**src/rtl/hazard_ctrl.sv**
```systemverilog
// Hazard controller: shadows EX/MEM destination info to drive forwarding selects, load-use stalls, branch flushes and multi-cycle freezes.
// Latency: stall/flush/hold outputs are combinational in the same cycle; forwarding selects and busy_cnt are registered for the instruction's EX cycle.
// Backpressure: holds PC and IF/ID for one cycle on a load-use hazard and for MUL_LAT-1 cycles while a multi-cycle op occupies EX.
module hazard_ctrl #(
  parameter int MUL_LAT = 4,
  parameter int REG_W   = 5
) (
  input  logic             clk,
  input  logic             reset,
  input  logic             id_valid,
  input  logic [REG_W-1:0] id_rs,
  input  logic [REG_W-1:0] id_rt,
  input  logic             id_rt_used,
  input  logic [REG_W-1:0] id_rw,
  input  logic             id_regwr,
  input  logic             id_memrd,
  input  logic             id_mul,
  input  logic             ex_br_taken,
  output logic             pc_en,
  output logic             ifid_en,
  output logic             ifid_flush,
  output logic             idex_bubble,
  output logic             ex_hold,
  output logic [1:0]       fwd_a_sel,
  output logic [1:0]       fwd_b_sel,
  output logic [3:0]       busy_cnt
);

  localparam logic [3:0] BUSY_INIT = 4'(MUL_LAT - 1);

  // Shadow of the instructions now in EX and MEM. The WB stage and the
  // load/mul flags of MEM never influence a decision, so they are not kept:
  // the multi-cycle counter is armed when the op enters EX, and only the
  // load currently in EX can cause a load-use stall.
  logic             ex_valid;
  logic [REG_W-1:0] ex_rw;
  logic             ex_regwr;
  logic             ex_memrd;
  logic             mem_valid;
  logic [REG_W-1:0] mem_rw;
  logic             mem_regwr;

  logic             freeze;
  logic             load_use;
  logic             enter;
  logic [1:0]       sel_a;
  logic [1:0]       sel_b;

  // A stage produces register r; register 0 is hardwired and never matches.
  function automatic logic writes(input logic v, input logic wr,
                                  input logic [REG_W-1:0] rw,
                                  input logic [REG_W-1:0] r);
    return v && wr && (rw == r) && (r != '0);
  endfunction

  // Nearest producer wins: EX (moving to EX/MEM) before MEM (moving to MEM/WB).
  function automatic logic [1:0] fwd_sel(input logic [REG_W-1:0] r,
                                         input logic ev, input logic ew,
                                         input logic [REG_W-1:0] erw,
                                         input logic mv, input logic mw,
                                         input logic [REG_W-1:0] mrw);
    if (writes(ev, ew, erw, r))
      return 2'b01;
    else if (writes(mv, mw, mrw, r))
      return 2'b10;
    else
      return 2'b00;
  endfunction

  assign freeze   = (busy_cnt != 4'd0);
  assign load_use = id_valid && ex_memrd &&
                    (writes(ex_valid, ex_regwr, ex_rw, id_rs) ||
                     (id_rt_used && writes(ex_valid, ex_regwr, ex_rw, id_rt)));
  assign enter    = id_valid && !idex_bubble;
  assign sel_a    = fwd_sel(id_rs, ex_valid, ex_regwr, ex_rw, mem_valid, mem_regwr, mem_rw);
  assign sel_b    = id_rt_used ?
                    fwd_sel(id_rt, ex_valid, ex_regwr, ex_rw, mem_valid, mem_regwr, mem_rw) :
                    2'b00;

  // Pipeline control by priority: freeze, then taken branch, then load-use stall.
  always_comb begin
    pc_en       = 1'b1;
    ifid_en     = 1'b1;
    ifid_flush  = 1'b0;
    idex_bubble = 1'b0;
    ex_hold     = 1'b0;
    if (!reset) begin
      if (freeze) begin
        ex_hold = 1'b1;
        pc_en   = 1'b0;
        ifid_en = 1'b0;
      end else if (ex_br_taken) begin
        ifid_flush  = 1'b1;
        idex_bubble = 1'b1;
      end else if (load_use) begin
        pc_en       = 1'b0;
        ifid_en     = 1'b0;
        idex_bubble = 1'b1;
      end
    end
  end

  // Shadow pipeline advance, forwarding-select registration and freeze countdown.
  always_ff @(posedge clk) begin
    if (reset) begin
      ex_valid  <= 1'b0;
      ex_rw     <= '0;
      ex_regwr  <= 1'b0;
      ex_memrd  <= 1'b0;
      mem_valid <= 1'b0;
      mem_rw    <= '0;
      mem_regwr <= 1'b0;
      fwd_a_sel <= 2'b00;
      fwd_b_sel <= 2'b00;
      busy_cnt  <= 4'd0;
    end else if (freeze) begin
      busy_cnt <= busy_cnt - 4'd1;
    end else begin
      mem_valid <= ex_valid;
      mem_rw    <= ex_rw;
      mem_regwr <= ex_regwr;
      ex_valid  <= enter;
      ex_rw     <= enter ? id_rw : '0;
      ex_regwr  <= enter && id_regwr;
      ex_memrd  <= enter && id_memrd;
      fwd_a_sel <= enter ? sel_a : 2'b00;
      fwd_b_sel <= enter ? sel_b : 2'b00;
      busy_cnt  <= (enter && id_mul) ? BUSY_INIT : 4'd0;
    end
  end

endmodule
```
**config.mk**
```make
export PLATFORM = sky130hd
export DESIGN_NAME = hazard_ctrl
export DESIGN_NICKNAME = d
export VERILOG_FILES = /design/src/rtl/hazard_ctrl.sv
export SDC_FILE = /design/constraint.sdc
export NUM_CORES = 1
export LEC_CHECK = 0
export CAP_MARGIN = 15
export CORE_MARGIN = 5
export CORE_UTILIZATION = 45
export DETAILED_ROUTE_END_ITERATION = 10
export PLACE_DENSITY = 0.81
export SLEW_MARGIN = 20
export SYNTH_ARGS = -nofsm -noshare
export SYNTH_HDL_FRONTEND = slang
export SYNTH_SLANG_ARGS = --single-unit
```
**constraint.sdc**
```tcl
create_clock -name clk -period 2.65 [get_ports clk]
set_clock_uncertainty 0.15 [all_clocks]
set_input_delay 0.265 -clock clk [delete_from_list [all_inputs] [get_ports clk]]
set_output_delay 0.265 -clock clk [all_outputs]
set_load 0.01 [all_outputs]
```
==> out/metrics.cfg <==
[worst_setup_path]
required_ns=2.24
slowest_stage=or4_4
crit_chain=clkdlybuf4s50_1 -> or4_4 -> o21ai_2 -> or4b_4 -> a21oi_1 -> buf_4 -> a21oi_1 -> dlygate4sd2_1
crit_path_end_kind=output pin
crit_type=input pin to output pin
rrSetupSlack_ns=0.56
crit_top_cell=a21oi_1
startpoint_type=input pin
cp.arrival_ns=2.19
cp_max_fo=4
slowest_delay_ns=0.50

[die]
initial_utilization_pct=46.84
dieArea_sq_mm=0.003666
die_w_microns=60.55
die_h_microns=60.55
core-area_sq_mm=0.002455
io_pins=36
rows=18

[logic_synthesis]
synth_top_family_by_area=simple AND/OR/NAND/NOR gates
synth_commonest_cells=23 x dfxtp_1, 23 x nand2_1, 16 x xnor2_1, 9 x a21oi_1, 8 x nor2_1
synth-main-ff-cell=dfxtp_1
synth_fa_ha_area_share_pct=1.088
yosys.area.top_type=dfxtp_1
synth.top_cell.area_share_pct=40.04
synth_compound_area_share_pct=17.74
ys_seq_elements=23
synth_edf_count=0
ys_async_sr_fraction_pct=0
synth-seq-area-share_pct=40.04
synthXorXnorAreaFrac_pct=16.76
synthCells=130
synth_area_per_cell_sq_um=8.845
yosysWarnings=0
synthMuxAreaShare_pct=0
postSynthNetCount=154
synth_area_leaders=dfxtp_1 40%, xnor2_1 12%, nand2_1 7.5%, a32o_1 6.1%, xor2_1 4.6%
synthSimpleGateAreaFrac_pct=21.33
syn-cell-area_sq_mm=0.001150
yosys.cell_types.count=33

[cells_and_area]
final_nets=205
layout.cells.non_filler=210
drive_gt1_share_pct=18.33
n_antenna_cell=0
area_delta_synth_final_pct=44.40
final_core_util_pct=67.64

[place]
io_buffers=35
dp.cells=204
dpl.hpwl_microns=2531
gp_congestion=0.8652

[global_routing]
grt_start_max_net_pins=13
antenna_found_initial=0
grt_pass1_wl_microns=5023
grt_overflow=0
track_usage_pct=18.27
grt_pass1_vias=1177

[timing]
relSlewSlack_pct=60.68
slew_viol_final=0
worst_pin_slew_ns=0.5867
rsz0062_at_grt=true
fin_crit_ns=2.605
hold_viol=0
setup_viol=0
clock.fmax_ghz=0.3838
period_share_pct=98.31
tns_ns=0
fin_hold_ws_ns=0.3032

[route]
drc=0
routed-via-count=1138
routedWlPerCell_microns=14.61
drt_first_pass_iters=4
routed_wirelength_microns=3068
viasPerCell=5.419
antenna_left=0
drt_first_iter_violations=32

[pwr]
ir_drop_v=0.0005206
powerDensity_mw_per_mm2=625.3
leakagePower_nw=0.6013
p_total_mw=1.038

[clock_network]
clock_path_buffers=2
ctsHoldBuffers=0
clock_tree.root_cell=clkbuf_4
cts_buffers=3
cts_max_level=1
cts.sinks=23
cts_tree=done
clk_pin_slew_ns=0.12
clk_latency_ns=0.30

[hold_path]
hold_class=flip-flop to flip-flop

[job]
maxCapViolCount=0

[run_status]
status=finished clean

## logic make-up (layout without fill, tap and decap cells)
group / after synthesis / after routing
AOI/OAI and AO/OA: 27 / 27
and+or+nand+nor: 49 / 49
DFF: 23 / 23
xor gates and xnor gates: 22 / 22
adders and majority gates: 1 / 1
buffers and inverters: 8 / 58
## routing by layer
layer	routed length [microns]	track usage (%)	up-vias
li1	-	-	565
met1	1258	21.01	529
met2	1538	32.25	36
met3	195	4.043	8
met4	75	8.359	0
met5	0	0	-
## what timing repair did
action,CTS,global route
endpoints found under the setup margin,4,4
gates resized for setup,13,6
buffers inserted,2,0
pin swaps,0,0
## metrics by stage
stage | area, sq um | setup WS, ns
after floorplan | 1150 | 0.3399
after global placement | 1615 | -0.2433
after detailed placement | 1615 | -0.2987
after CTS | 1658 | 0.009770
after global routing | 1660 | -0.06585
final | 1660 | 0.04476
## critical path: cells and delay by family
family	cells	cell delay, ns
compound gates	3	0.35
buf+inv	3	0.90
simple gates	2	0.65
## layout make-up
type | instances | area [sq um]
clock buffer | 4 | 26.28
fill | 211 | 794.5
inverter | 4 | 18.77
multi-input combinational | 99 | 665.6
sequential | 23 | 464.2
tap | 30 | 37.54
timing repair buffer | 50 | 447.9
## layout by cell type (no fill, tap or decap), types with 2 or more instances in the layout
master,count
nor3_1,2
o31ai_1,2
inv_1,3
nor2_1,8
a21oi_1,9
dfxtp_1,20
dlygate4sd2_1,8
o22ai_1,2
xnor2_1,16
xor2_1,6
or4_1,2
dfxtp_2,3
clkbuf_4,3
nand4_1,3
nand2_1,23
buf_4,15
a32o_1,7
clkdlybuf4s50_1,26
## path summary, 6_finish.rpt
check | start | end | cells after the start
setup / recovery | id_rt[3] | ifid_en | 8
hold / removal | fwd_a_sel[1]$_SDFFE_PP0P_ | fwd_a_sel[1]$_SDFFE_PP0P_ | 2
setup reg to reg | ex_rw[4]$_SDFFE_PP0P_ | ex_rw[0]$_SDFFE_PP0P_ | 6
hold reg to reg | fwd_a_sel[1]$_SDFFE_PP0P_ | fwd_a_sel[1]$_SDFFE_PP0P_ | 2
## where the power goes
group	internal, mW	switching, mW	leakage, nW
registers	0.392	0.0457	0.188
logic	0.220	0.221	0.398
clock network	0.0586	0.100	0.0150
total	0.671	0.367	0.601
## flip-flops by register name, indices dropped and copies added, names as in the netlist
signal and flops:
fwd_b_sel 2, ex_memrd 1, mem_rw 5, ex_regwr 1
busy_cnt 4, ex_valid 1, mem_regwr 1, mem_valid 1
fwd_a_sel 2, ex_rw 5
Note: power is estimated with default switching activity, not from simulation.
